$ cat config.mk
export PLATFORM = sky130hd
export DESIGN_NAME = pipeline_sequencer
export DESIGN_NICKNAME = d
export VERILOG_FILES = /design/src/rtl/pipeline_sequencer_pkg.sv /design/src/rtl/pipeline_sequencer_load_use_detector.sv /design/src/rtl/pipeline_sequencer.sv
export SDC_FILE = /design/constraint.sdc
export NUM_CORES = 1
export LEC_CHECK = 0
export ABC_CLOCK_PERIOD_IN_PS = 2400
export BUFFER_PORTS_ARGS = -buffer_cell sky130_fd_sc_hd__buf_4
export CORE_AREA = 2 2 75 105
export DETAILED_ROUTE_END_ITERATION = 10
export DIE_AREA = 0 0 77 107
export PLACE_DENSITY = 0.82
export SYNTH_ARGS = -nofsm -noshare
export SYNTH_HDL_FRONTEND = slang
export SYNTH_SLANG_ARGS = --single-unit
$ cat constraint.sdc
create_clock -name i_clk -period 2.4 [get_ports i_clk]
set_input_delay 0.24 -clock i_clk [delete_from_list [all_inputs] [get_ports i_clk]]
set_output_delay 0.24 -clock i_clk [all_outputs]
set_load 0.02 [all_outputs]
$ cat src/rtl/pipeline_sequencer_pkg.sv
// Shared definitions for the pipeline run/step/halt sequencer.
package pipeline_sequencer_pkg;

  // Sequencer states; the encoding is visible on o_state.
  typedef enum logic [1:0] {
    SEQ_IDLE   = 2'b00,
    SEQ_RUN    = 2'b01,
    SEQ_STEP   = 2'b10,
    SEQ_HALTED = 2'b11
  } seq_state_e;

  // MIPS register-file address width and the hard-wired zero register.
  localparam int         REG_W    = 5;
  localparam logic [4:0] REG_ZERO = 5'd0;

  // The pipeline advances only while running freely or taking a single step.
  function automatic logic is_active(input seq_state_e s);
    return (s == SEQ_RUN) || (s == SEQ_STEP);
  endfunction

endpackage : pipeline_sequencer_pkg

$ cat src/rtl/pipeline_sequencer_load_use_detector.sv
// Load-use hazard detector: flags an ID instruction that reads the
// destination of a load still in EX. ALU forwarding cannot cover this case,
// so one bubble is needed. Purely combinational so the debug-unit status
// logic can reuse it.
module load_use_detector
  import pipeline_sequencer_pkg::*;
(
  input  logic             i_mem_rd_EX,
  input  logic [REG_W-1:0] i_rt_EX,
  input  logic [REG_W-1:0] i_rs_ID,
  input  logic [REG_W-1:0] i_rt_ID,
  output logic             o_lu
);

  // A load into $zero never creates a dependency.
  always_comb begin
    o_lu = i_mem_rd_EX
         && (i_rt_EX != REG_ZERO)
         && ((i_rt_EX == i_rs_ID) || (i_rt_EX == i_rt_ID));
  end

endmodule : load_use_detector

$ cat src/rtl/pipeline_sequencer.sv
// Global run/step/halt controller for the 5-stage MIPS pipeline.
// Gates the pipeline registers and the PC, inserts the load-use bubble,
// flushes IF/ID on a taken branch and keeps cycle/stall statistics.
module pipeline_sequencer
  import pipeline_sequencer_pkg::*;
#(
  parameter int          CYC_W      = 32,
  parameter logic [31:0] MAX_CYCLES = 32'hFFFF_F
) (
  input  logic             i_clk,
  input  logic             i_rst_n,
  input  logic             i_run,
  input  logic             i_step,
  input  logic             i_clear,
  input  logic             i_halt_WB,
  input  logic             i_mem_rd_EX,
  input  logic [REG_W-1:0] i_rt_EX,
  input  logic [REG_W-1:0] i_rs_ID,
  input  logic [REG_W-1:0] i_rt_ID,
  input  logic             i_branch_taken,
  output logic             o_pipe_en,
  output logic             o_pc_en,
  output logic             o_if_id_en,
  output logic             o_if_id_flush,
  output logic             o_id_ex_flush,
  output logic [1:0]       o_state,
  output logic             o_timeout,
  output logic [CYC_W-1:0] o_cycle_cnt,
  output logic [CYC_W-1:0] o_stall_cnt
);

  // Watchdog fires on the active cycle that would make the count MAX_CYCLES.
  localparam bit               WD_EN    = (MAX_CYCLES != 32'd0);
  localparam logic [CYC_W-1:0] WD_LIMIT = CYC_W'(MAX_CYCLES - 32'd1);
  localparam logic [CYC_W-1:0] CNT_ONE  = CYC_W'(1);
  localparam logic [CYC_W-1:0] CNT_MAX  = '1;

  seq_state_e       state_q, state_d;
  logic             timeout_q, timeout_d;
  logic [CYC_W-1:0] cycle_cnt_q, cycle_cnt_d;
  logic [CYC_W-1:0] stall_cnt_q, stall_cnt_d;

  logic active;
  logic lu;
  logic wd_hit;

  load_use_detector u_lu (
    .i_mem_rd_EX (i_mem_rd_EX),
    .i_rt_EX     (i_rt_EX),
    .i_rs_ID     (i_rs_ID),
    .i_rt_ID     (i_rt_ID),
    .o_lu        (lu)
  );

  assign active = is_active(state_q);
  assign wd_hit = WD_EN && (cycle_cnt_q == WD_LIMIT);

  // Pipeline gating: zero-latency decode of the registered state and the
  // hazard inputs of the current cycle. Everything is off when not active.
  always_comb begin
    // NOTE: every output gets a default first so no path can infer a latch.
    o_pipe_en     = 1'b0;
    o_pc_en       = 1'b0;
    o_if_id_en    = 1'b0;
    o_if_id_flush = 1'b0;
    o_id_ex_flush = 1'b0;
    if (active) begin
      o_pipe_en     = 1'b1;
      o_pc_en       = ~lu;
      o_if_id_en    = ~lu;
      o_id_ex_flush = lu;
      // A stall holds the branch in ID; it re-resolves next cycle, so the
      // flush is deferred rather than lost.
      o_if_id_flush = i_branch_taken & ~lu;
    end
  end

  // Next-state logic for the debug-controlled run/step/halt FSM.
  always_comb begin
    state_d   = state_q;
    timeout_d = timeout_q;
    unique case (state_q)
      SEQ_IDLE: begin
        if (i_run) begin
          state_d = SEQ_RUN;
        end else if (i_step) begin
          state_d = SEQ_STEP;
        end
      end
      SEQ_RUN: begin
        if (i_halt_WB || wd_hit) begin
          state_d = SEQ_HALTED;
          if (wd_hit) begin
            timeout_d = 1'b1;
          end
        end else if (!i_run) begin
          state_d = SEQ_IDLE;
        end
      end
      // A step always lasts one cycle; a held i_step must pass through
      // IDLE before it can step again.
      SEQ_STEP: begin
        state_d = i_halt_WB ? SEQ_HALTED : SEQ_IDLE;
      end
      // Only i_clear leaves HALTED; run and step requests are ignored.
      SEQ_HALTED: begin
        if (i_clear) begin
          state_d   = SEQ_IDLE;
          timeout_d = 1'b0;
        end
      end
      default: state_d = SEQ_IDLE;
    endcase
  end

  // Saturating cycle and stall counters; cleared when leaving HALTED.
  always_comb begin
    cycle_cnt_d = cycle_cnt_q;
    stall_cnt_d = stall_cnt_q;
    if ((state_q == SEQ_HALTED) && i_clear) begin
      cycle_cnt_d = '0;
      stall_cnt_d = '0;
    end else if (active) begin
      if (cycle_cnt_q != CNT_MAX) begin
        cycle_cnt_d = cycle_cnt_q + CNT_ONE;
      end
      if (lu && (stall_cnt_q != CNT_MAX)) begin
        stall_cnt_d = stall_cnt_q + CNT_ONE;
      end
    end
  end

  // State and statistics registers; reset discards any step or stall.
  always_ff @(posedge i_clk or negedge i_rst_n) begin
    if (!i_rst_n) begin
      state_q     <= SEQ_IDLE;
      timeout_q   <= 1'b0;
      cycle_cnt_q <= '0;
      stall_cnt_q <= '0;
    end else begin
      // NOTE: non-blocking assignments so every register samples pre-edge values.
      state_q     <= state_d;
      timeout_q   <= timeout_d;
      cycle_cnt_q <= cycle_cnt_d;
      stall_cnt_q <= stall_cnt_d;
    end
  end

  assign o_state     = state_q;
  assign o_timeout   = timeout_q;
  assign o_cycle_cnt = cycle_cnt_q;
  assign o_stall_cnt = stall_cnt_q;

endmodule : pipeline_sequencer

==> metrics.md <==
| Metric | Value |
|---|---|
| Vias/cell | 5.72 |
| Starting density of the core | 0.527 |
| Cells after Synth | 421 |
| Peak VDD IR | 0.000687 V |
| Most common cell in the netlist | dfrtp_1 |
| Crit path max-delay cell type | dfrtp_1 |
| Minimum clock period | 2.25 ns |
| Pleak | 2.28 nW |
| Cells after DPL | 608 |
| Max Cap Viol | 0 |
| Total negative slack | 0 ns |
| Int Pwr | 2.56 mW |
| Clock-pin slew on the worst setup and hold paths | 0.07 ns |
| Synth top area share | 0.435 |
| CP max FO | 10 |
| Global route hottest layer | met2 |
| Ant. Diodes | 0 |
| Reg2reg start | o_state[1] |
| Crit path kind | flip-flop to primary output |
| Worst Hold Slack | -0.00336 ns |
| PortBufs | 94 |
| Total Wirelength | 9820 µm |
| Largest net degree at the start of global routing | 68 |
| Part of the power in registers | 0.400 |
| Reg2reg end | o_cycle_cnt[31] |
| Max incr delay on CP | 0.41 ns |
| Worst Setup SP | o_state[1] |
| Yosys top cell by area | dfrtp_1 |
| Core footprint | 7310 µm² |
| CP Capture Type | primary output |
| Post-synth top cells | dfrtp_1, nor2_1, nand3_1 |
| Top FF cell, synth | dfrtp_1 |
| Post-Syn Area | 3850 µm² |
| FF+latch count, synth | 67 |
| M3 GR Usage | 0.0564 |
| Gr ovfl total | 0 |
| # clock sinks | 67 |
| CP most frequent cell | buf_4 |
| Die ar. | 8240 µm² |
| Finished Layout Cells | 624 |
| Fin crit share | 0.938 |
| Highest clock rate | 0.444 GHz |
| RSZ-0062 raised after global routing | no |
| DIE HEIGHT | 107 µm |
| Met1 GRT Util | 0.291 |
| Worst-margin pin slew | 0.835 ns |
| CTS H-tree depth | 3 |
| Root buf cell | clkbuf_8 |
| Switching Share | 0.417 |
| CP required | 2.16 ns |
| Area growth, synth to finish | 27.0% |
| Final Net Count | 553 |
| Total GRT Usage | 0.247 |
| Initial DRC count | 231 |
| CTS Buf Count | 9 |
| Routed via count | 3572 |
| Post-DR wirelength/cell | 15.7 µm |
| Max_slew headroom | 0.443 |
| Sequential area share after synthesis | 0.435 |
| Setup slack, reg-to-reg | 0.18 ns |
| Ranking of synthesized cells by area | dfrtp_1, xor2_1, nand3_1 |
| Detailed Routing Iterations Pass 1 | 4 |
| Remaining antenna violation count | 0 |
| Layout cells sized above 1 | 0.245 |
| Vias in the first global route | 3517 |
| First-pass GRT wire length | 16300 µm |
| Max Transition Viols Final | 0 |
| Final Power | 4.38 mW |
| Later-pin clock latency in the skew report | 0.34 ns |
| Post-synth EDFFs | 0 |
| Post-cts hold buffer count | 0 |
| Data arrival time of the critical path | 2.01 ns |
| PD cells | 895 nW/µm² |
| Net load switching power | 1.83 mW |
| Final Hold Fails | 5 |
| # fillers | 632 |
| Mean Syn Cell Area | 9.16 µm² |
| GR Layer Usage met2 | 0.426 |
| CP Launch Type | flip-flop |
| # rows | 37 |
| Setup crit end | o_if_id_flush |
| Syn_nets | 452 |
| Final setup viols | 0 |
| Failing checks | hold timing |
| I/O pins | 95 |
| Clock network power share | 0.192 |
| Distinct cells, synth | 47 |
| Worst path cell trace | inv_1 > ha_1 > buf_4 > a21boi_1 > and2_1 > buf_4 |
| Global placer's final weighted congestion | 0.865 |
| Logic pwr share | 0.408 |
| Reg2Reg Depth | 7 |
| HP Class | input pin to asynchronous set/reset pin |
| Die Wd | 77 µm |
| Worst clock skew | 0.00728 ns |
| Setup bufs post-CTS | 0 |
| Drt drc | 0 |
| CTS tree | yes |
| Synth warn | 0 |
| Clk buf depth | 2 |
| Status | complete, but fails checks |
| Estimated wirelength of the detail-placed design | 7090 µm |
| Initial antenna violation count | 0 |
| Async S/R FF share, synth | 1.00 |
## cells by family after synthesis
group / count (synthesis) / synth area share
compound gates: 55 / 0.0977
xor+xnor: 50 / 0.114
fa+ha+maj: 8 / 0.0260
buf+inv: 26 / 0.0273
flops: 67 / 0.435
mux: 2 / 0.00552
simple gates: 213 / 0.295
## critical path, delay by kind of cell (launching register included)
kind            cells  cell delay, ns
buf+inv             3            0.43
flops               1            0.41
fa+ha+maj           1            0.35
compound gates      1            0.30
simple gates        1            0.17
## how the worst min path moves through the flow
stage                     startpoint               to  slack, ns  depth (start not counted)
final                        i_rst_n  o_stall_cnt[24]     -0.003                          1
after floorplan              i_rst_n   o_cycle_cnt[0]      -0.06                          0
after CTS                    i_rst_n  o_stall_cnt[24]       0.02                          1
after global routing         i_rst_n  o_stall_cnt[24]       0.06                          1
after detailed placement     i_rst_n  o_stall_cnt[19]       0.40                          1
after global placement       i_rst_n  o_stall_cnt[19]       0.40                          1
## power groups by stage
stage | Sequential [mW] | Clock, mW | Combinational (mW)
finish | 1.75 | 0.843 | 1.79
global route | 1.79 | 0.902 | 1.94
CTS | 1.74 | 0.865 | 1.80
detailed placement | 1.75 | 0 | 1.79
global placement | 1.74 | 0 | 1.74
floorplan | 1.98 | 0 | 0.778
## sequential cells by signal, indices dropped and copies added (netlist names)
register,count
o_state,2
o_timeout,1
o_cycle_cnt,32
o_stall_cnt,32
## layout by cell type, fill, tap and decap left out, types with 2 or more instances in the layout
cell and count:
nand3b_1 3, and4_1 8, nand4_1 15, clkbuf_1 3
xnor2_1 21, ha_1 8, inv_1 13, dfrtp_1 66
and3_1 14, nand2_1 37, clkinv_2 2, nor2_1 47
nor3_1 8, a21oi_1 16, nand3_1 38, nor4_1 7
or4_1 9, o21ai_0 15, o31ai_1 3, or3_1 12
clkbuf_8 11, buf_4 103, o211ai_1 7, and2_1 3
xor2_1 29, nor3b_1 2
## metrics by stage
step | util | area [µm²] | worst slack (ns)
final | 0.670 | 4900 | 0.149
after global routing | 0.670 | 4900 | 0.0481
after CTS | 0.666 | 4870 | 0.150
after detailed placement | 0.643 | 4700 | 0.166
after global placement | 0.643 | 4700 | 0.275
after floorplan | - | 3860 | 0.00947
## repair_timing
action                                 4_1_cts  5_1_grt
endpoints found under the hold margin        0        0
setup endpoints to repair                    0        5
gates resized for setup                      0        3
## cell type report
cell class	instances	area [µm²]	share of cell area
flip-flops and latches	67	1680	0.343
clock inverters	2	10.0	0.00204
clock buffers	14	163	0.0332
well taps	97	121	0.0248
multi-input cells	328	2100	0.429
inverters	13	48.8	0.00996
repair buffers	103	773	0.158
## layer usage
| layer | vias to the layer above | part of all wire | wire (µm) |
|---|---|---|---|
| met3 | 11 | 0.068 | 667 |
| li1 | 1705 | - | - |
| met5 | - | 0 | 0 |
| met4 | 0 | 0.013 | 129 |
| met2 | 121 | 0.52 | 5140 |
| met1 | 1735 | 0.40 | 3880 |
No activity file was read; power rests on OpenSTA's default activity.
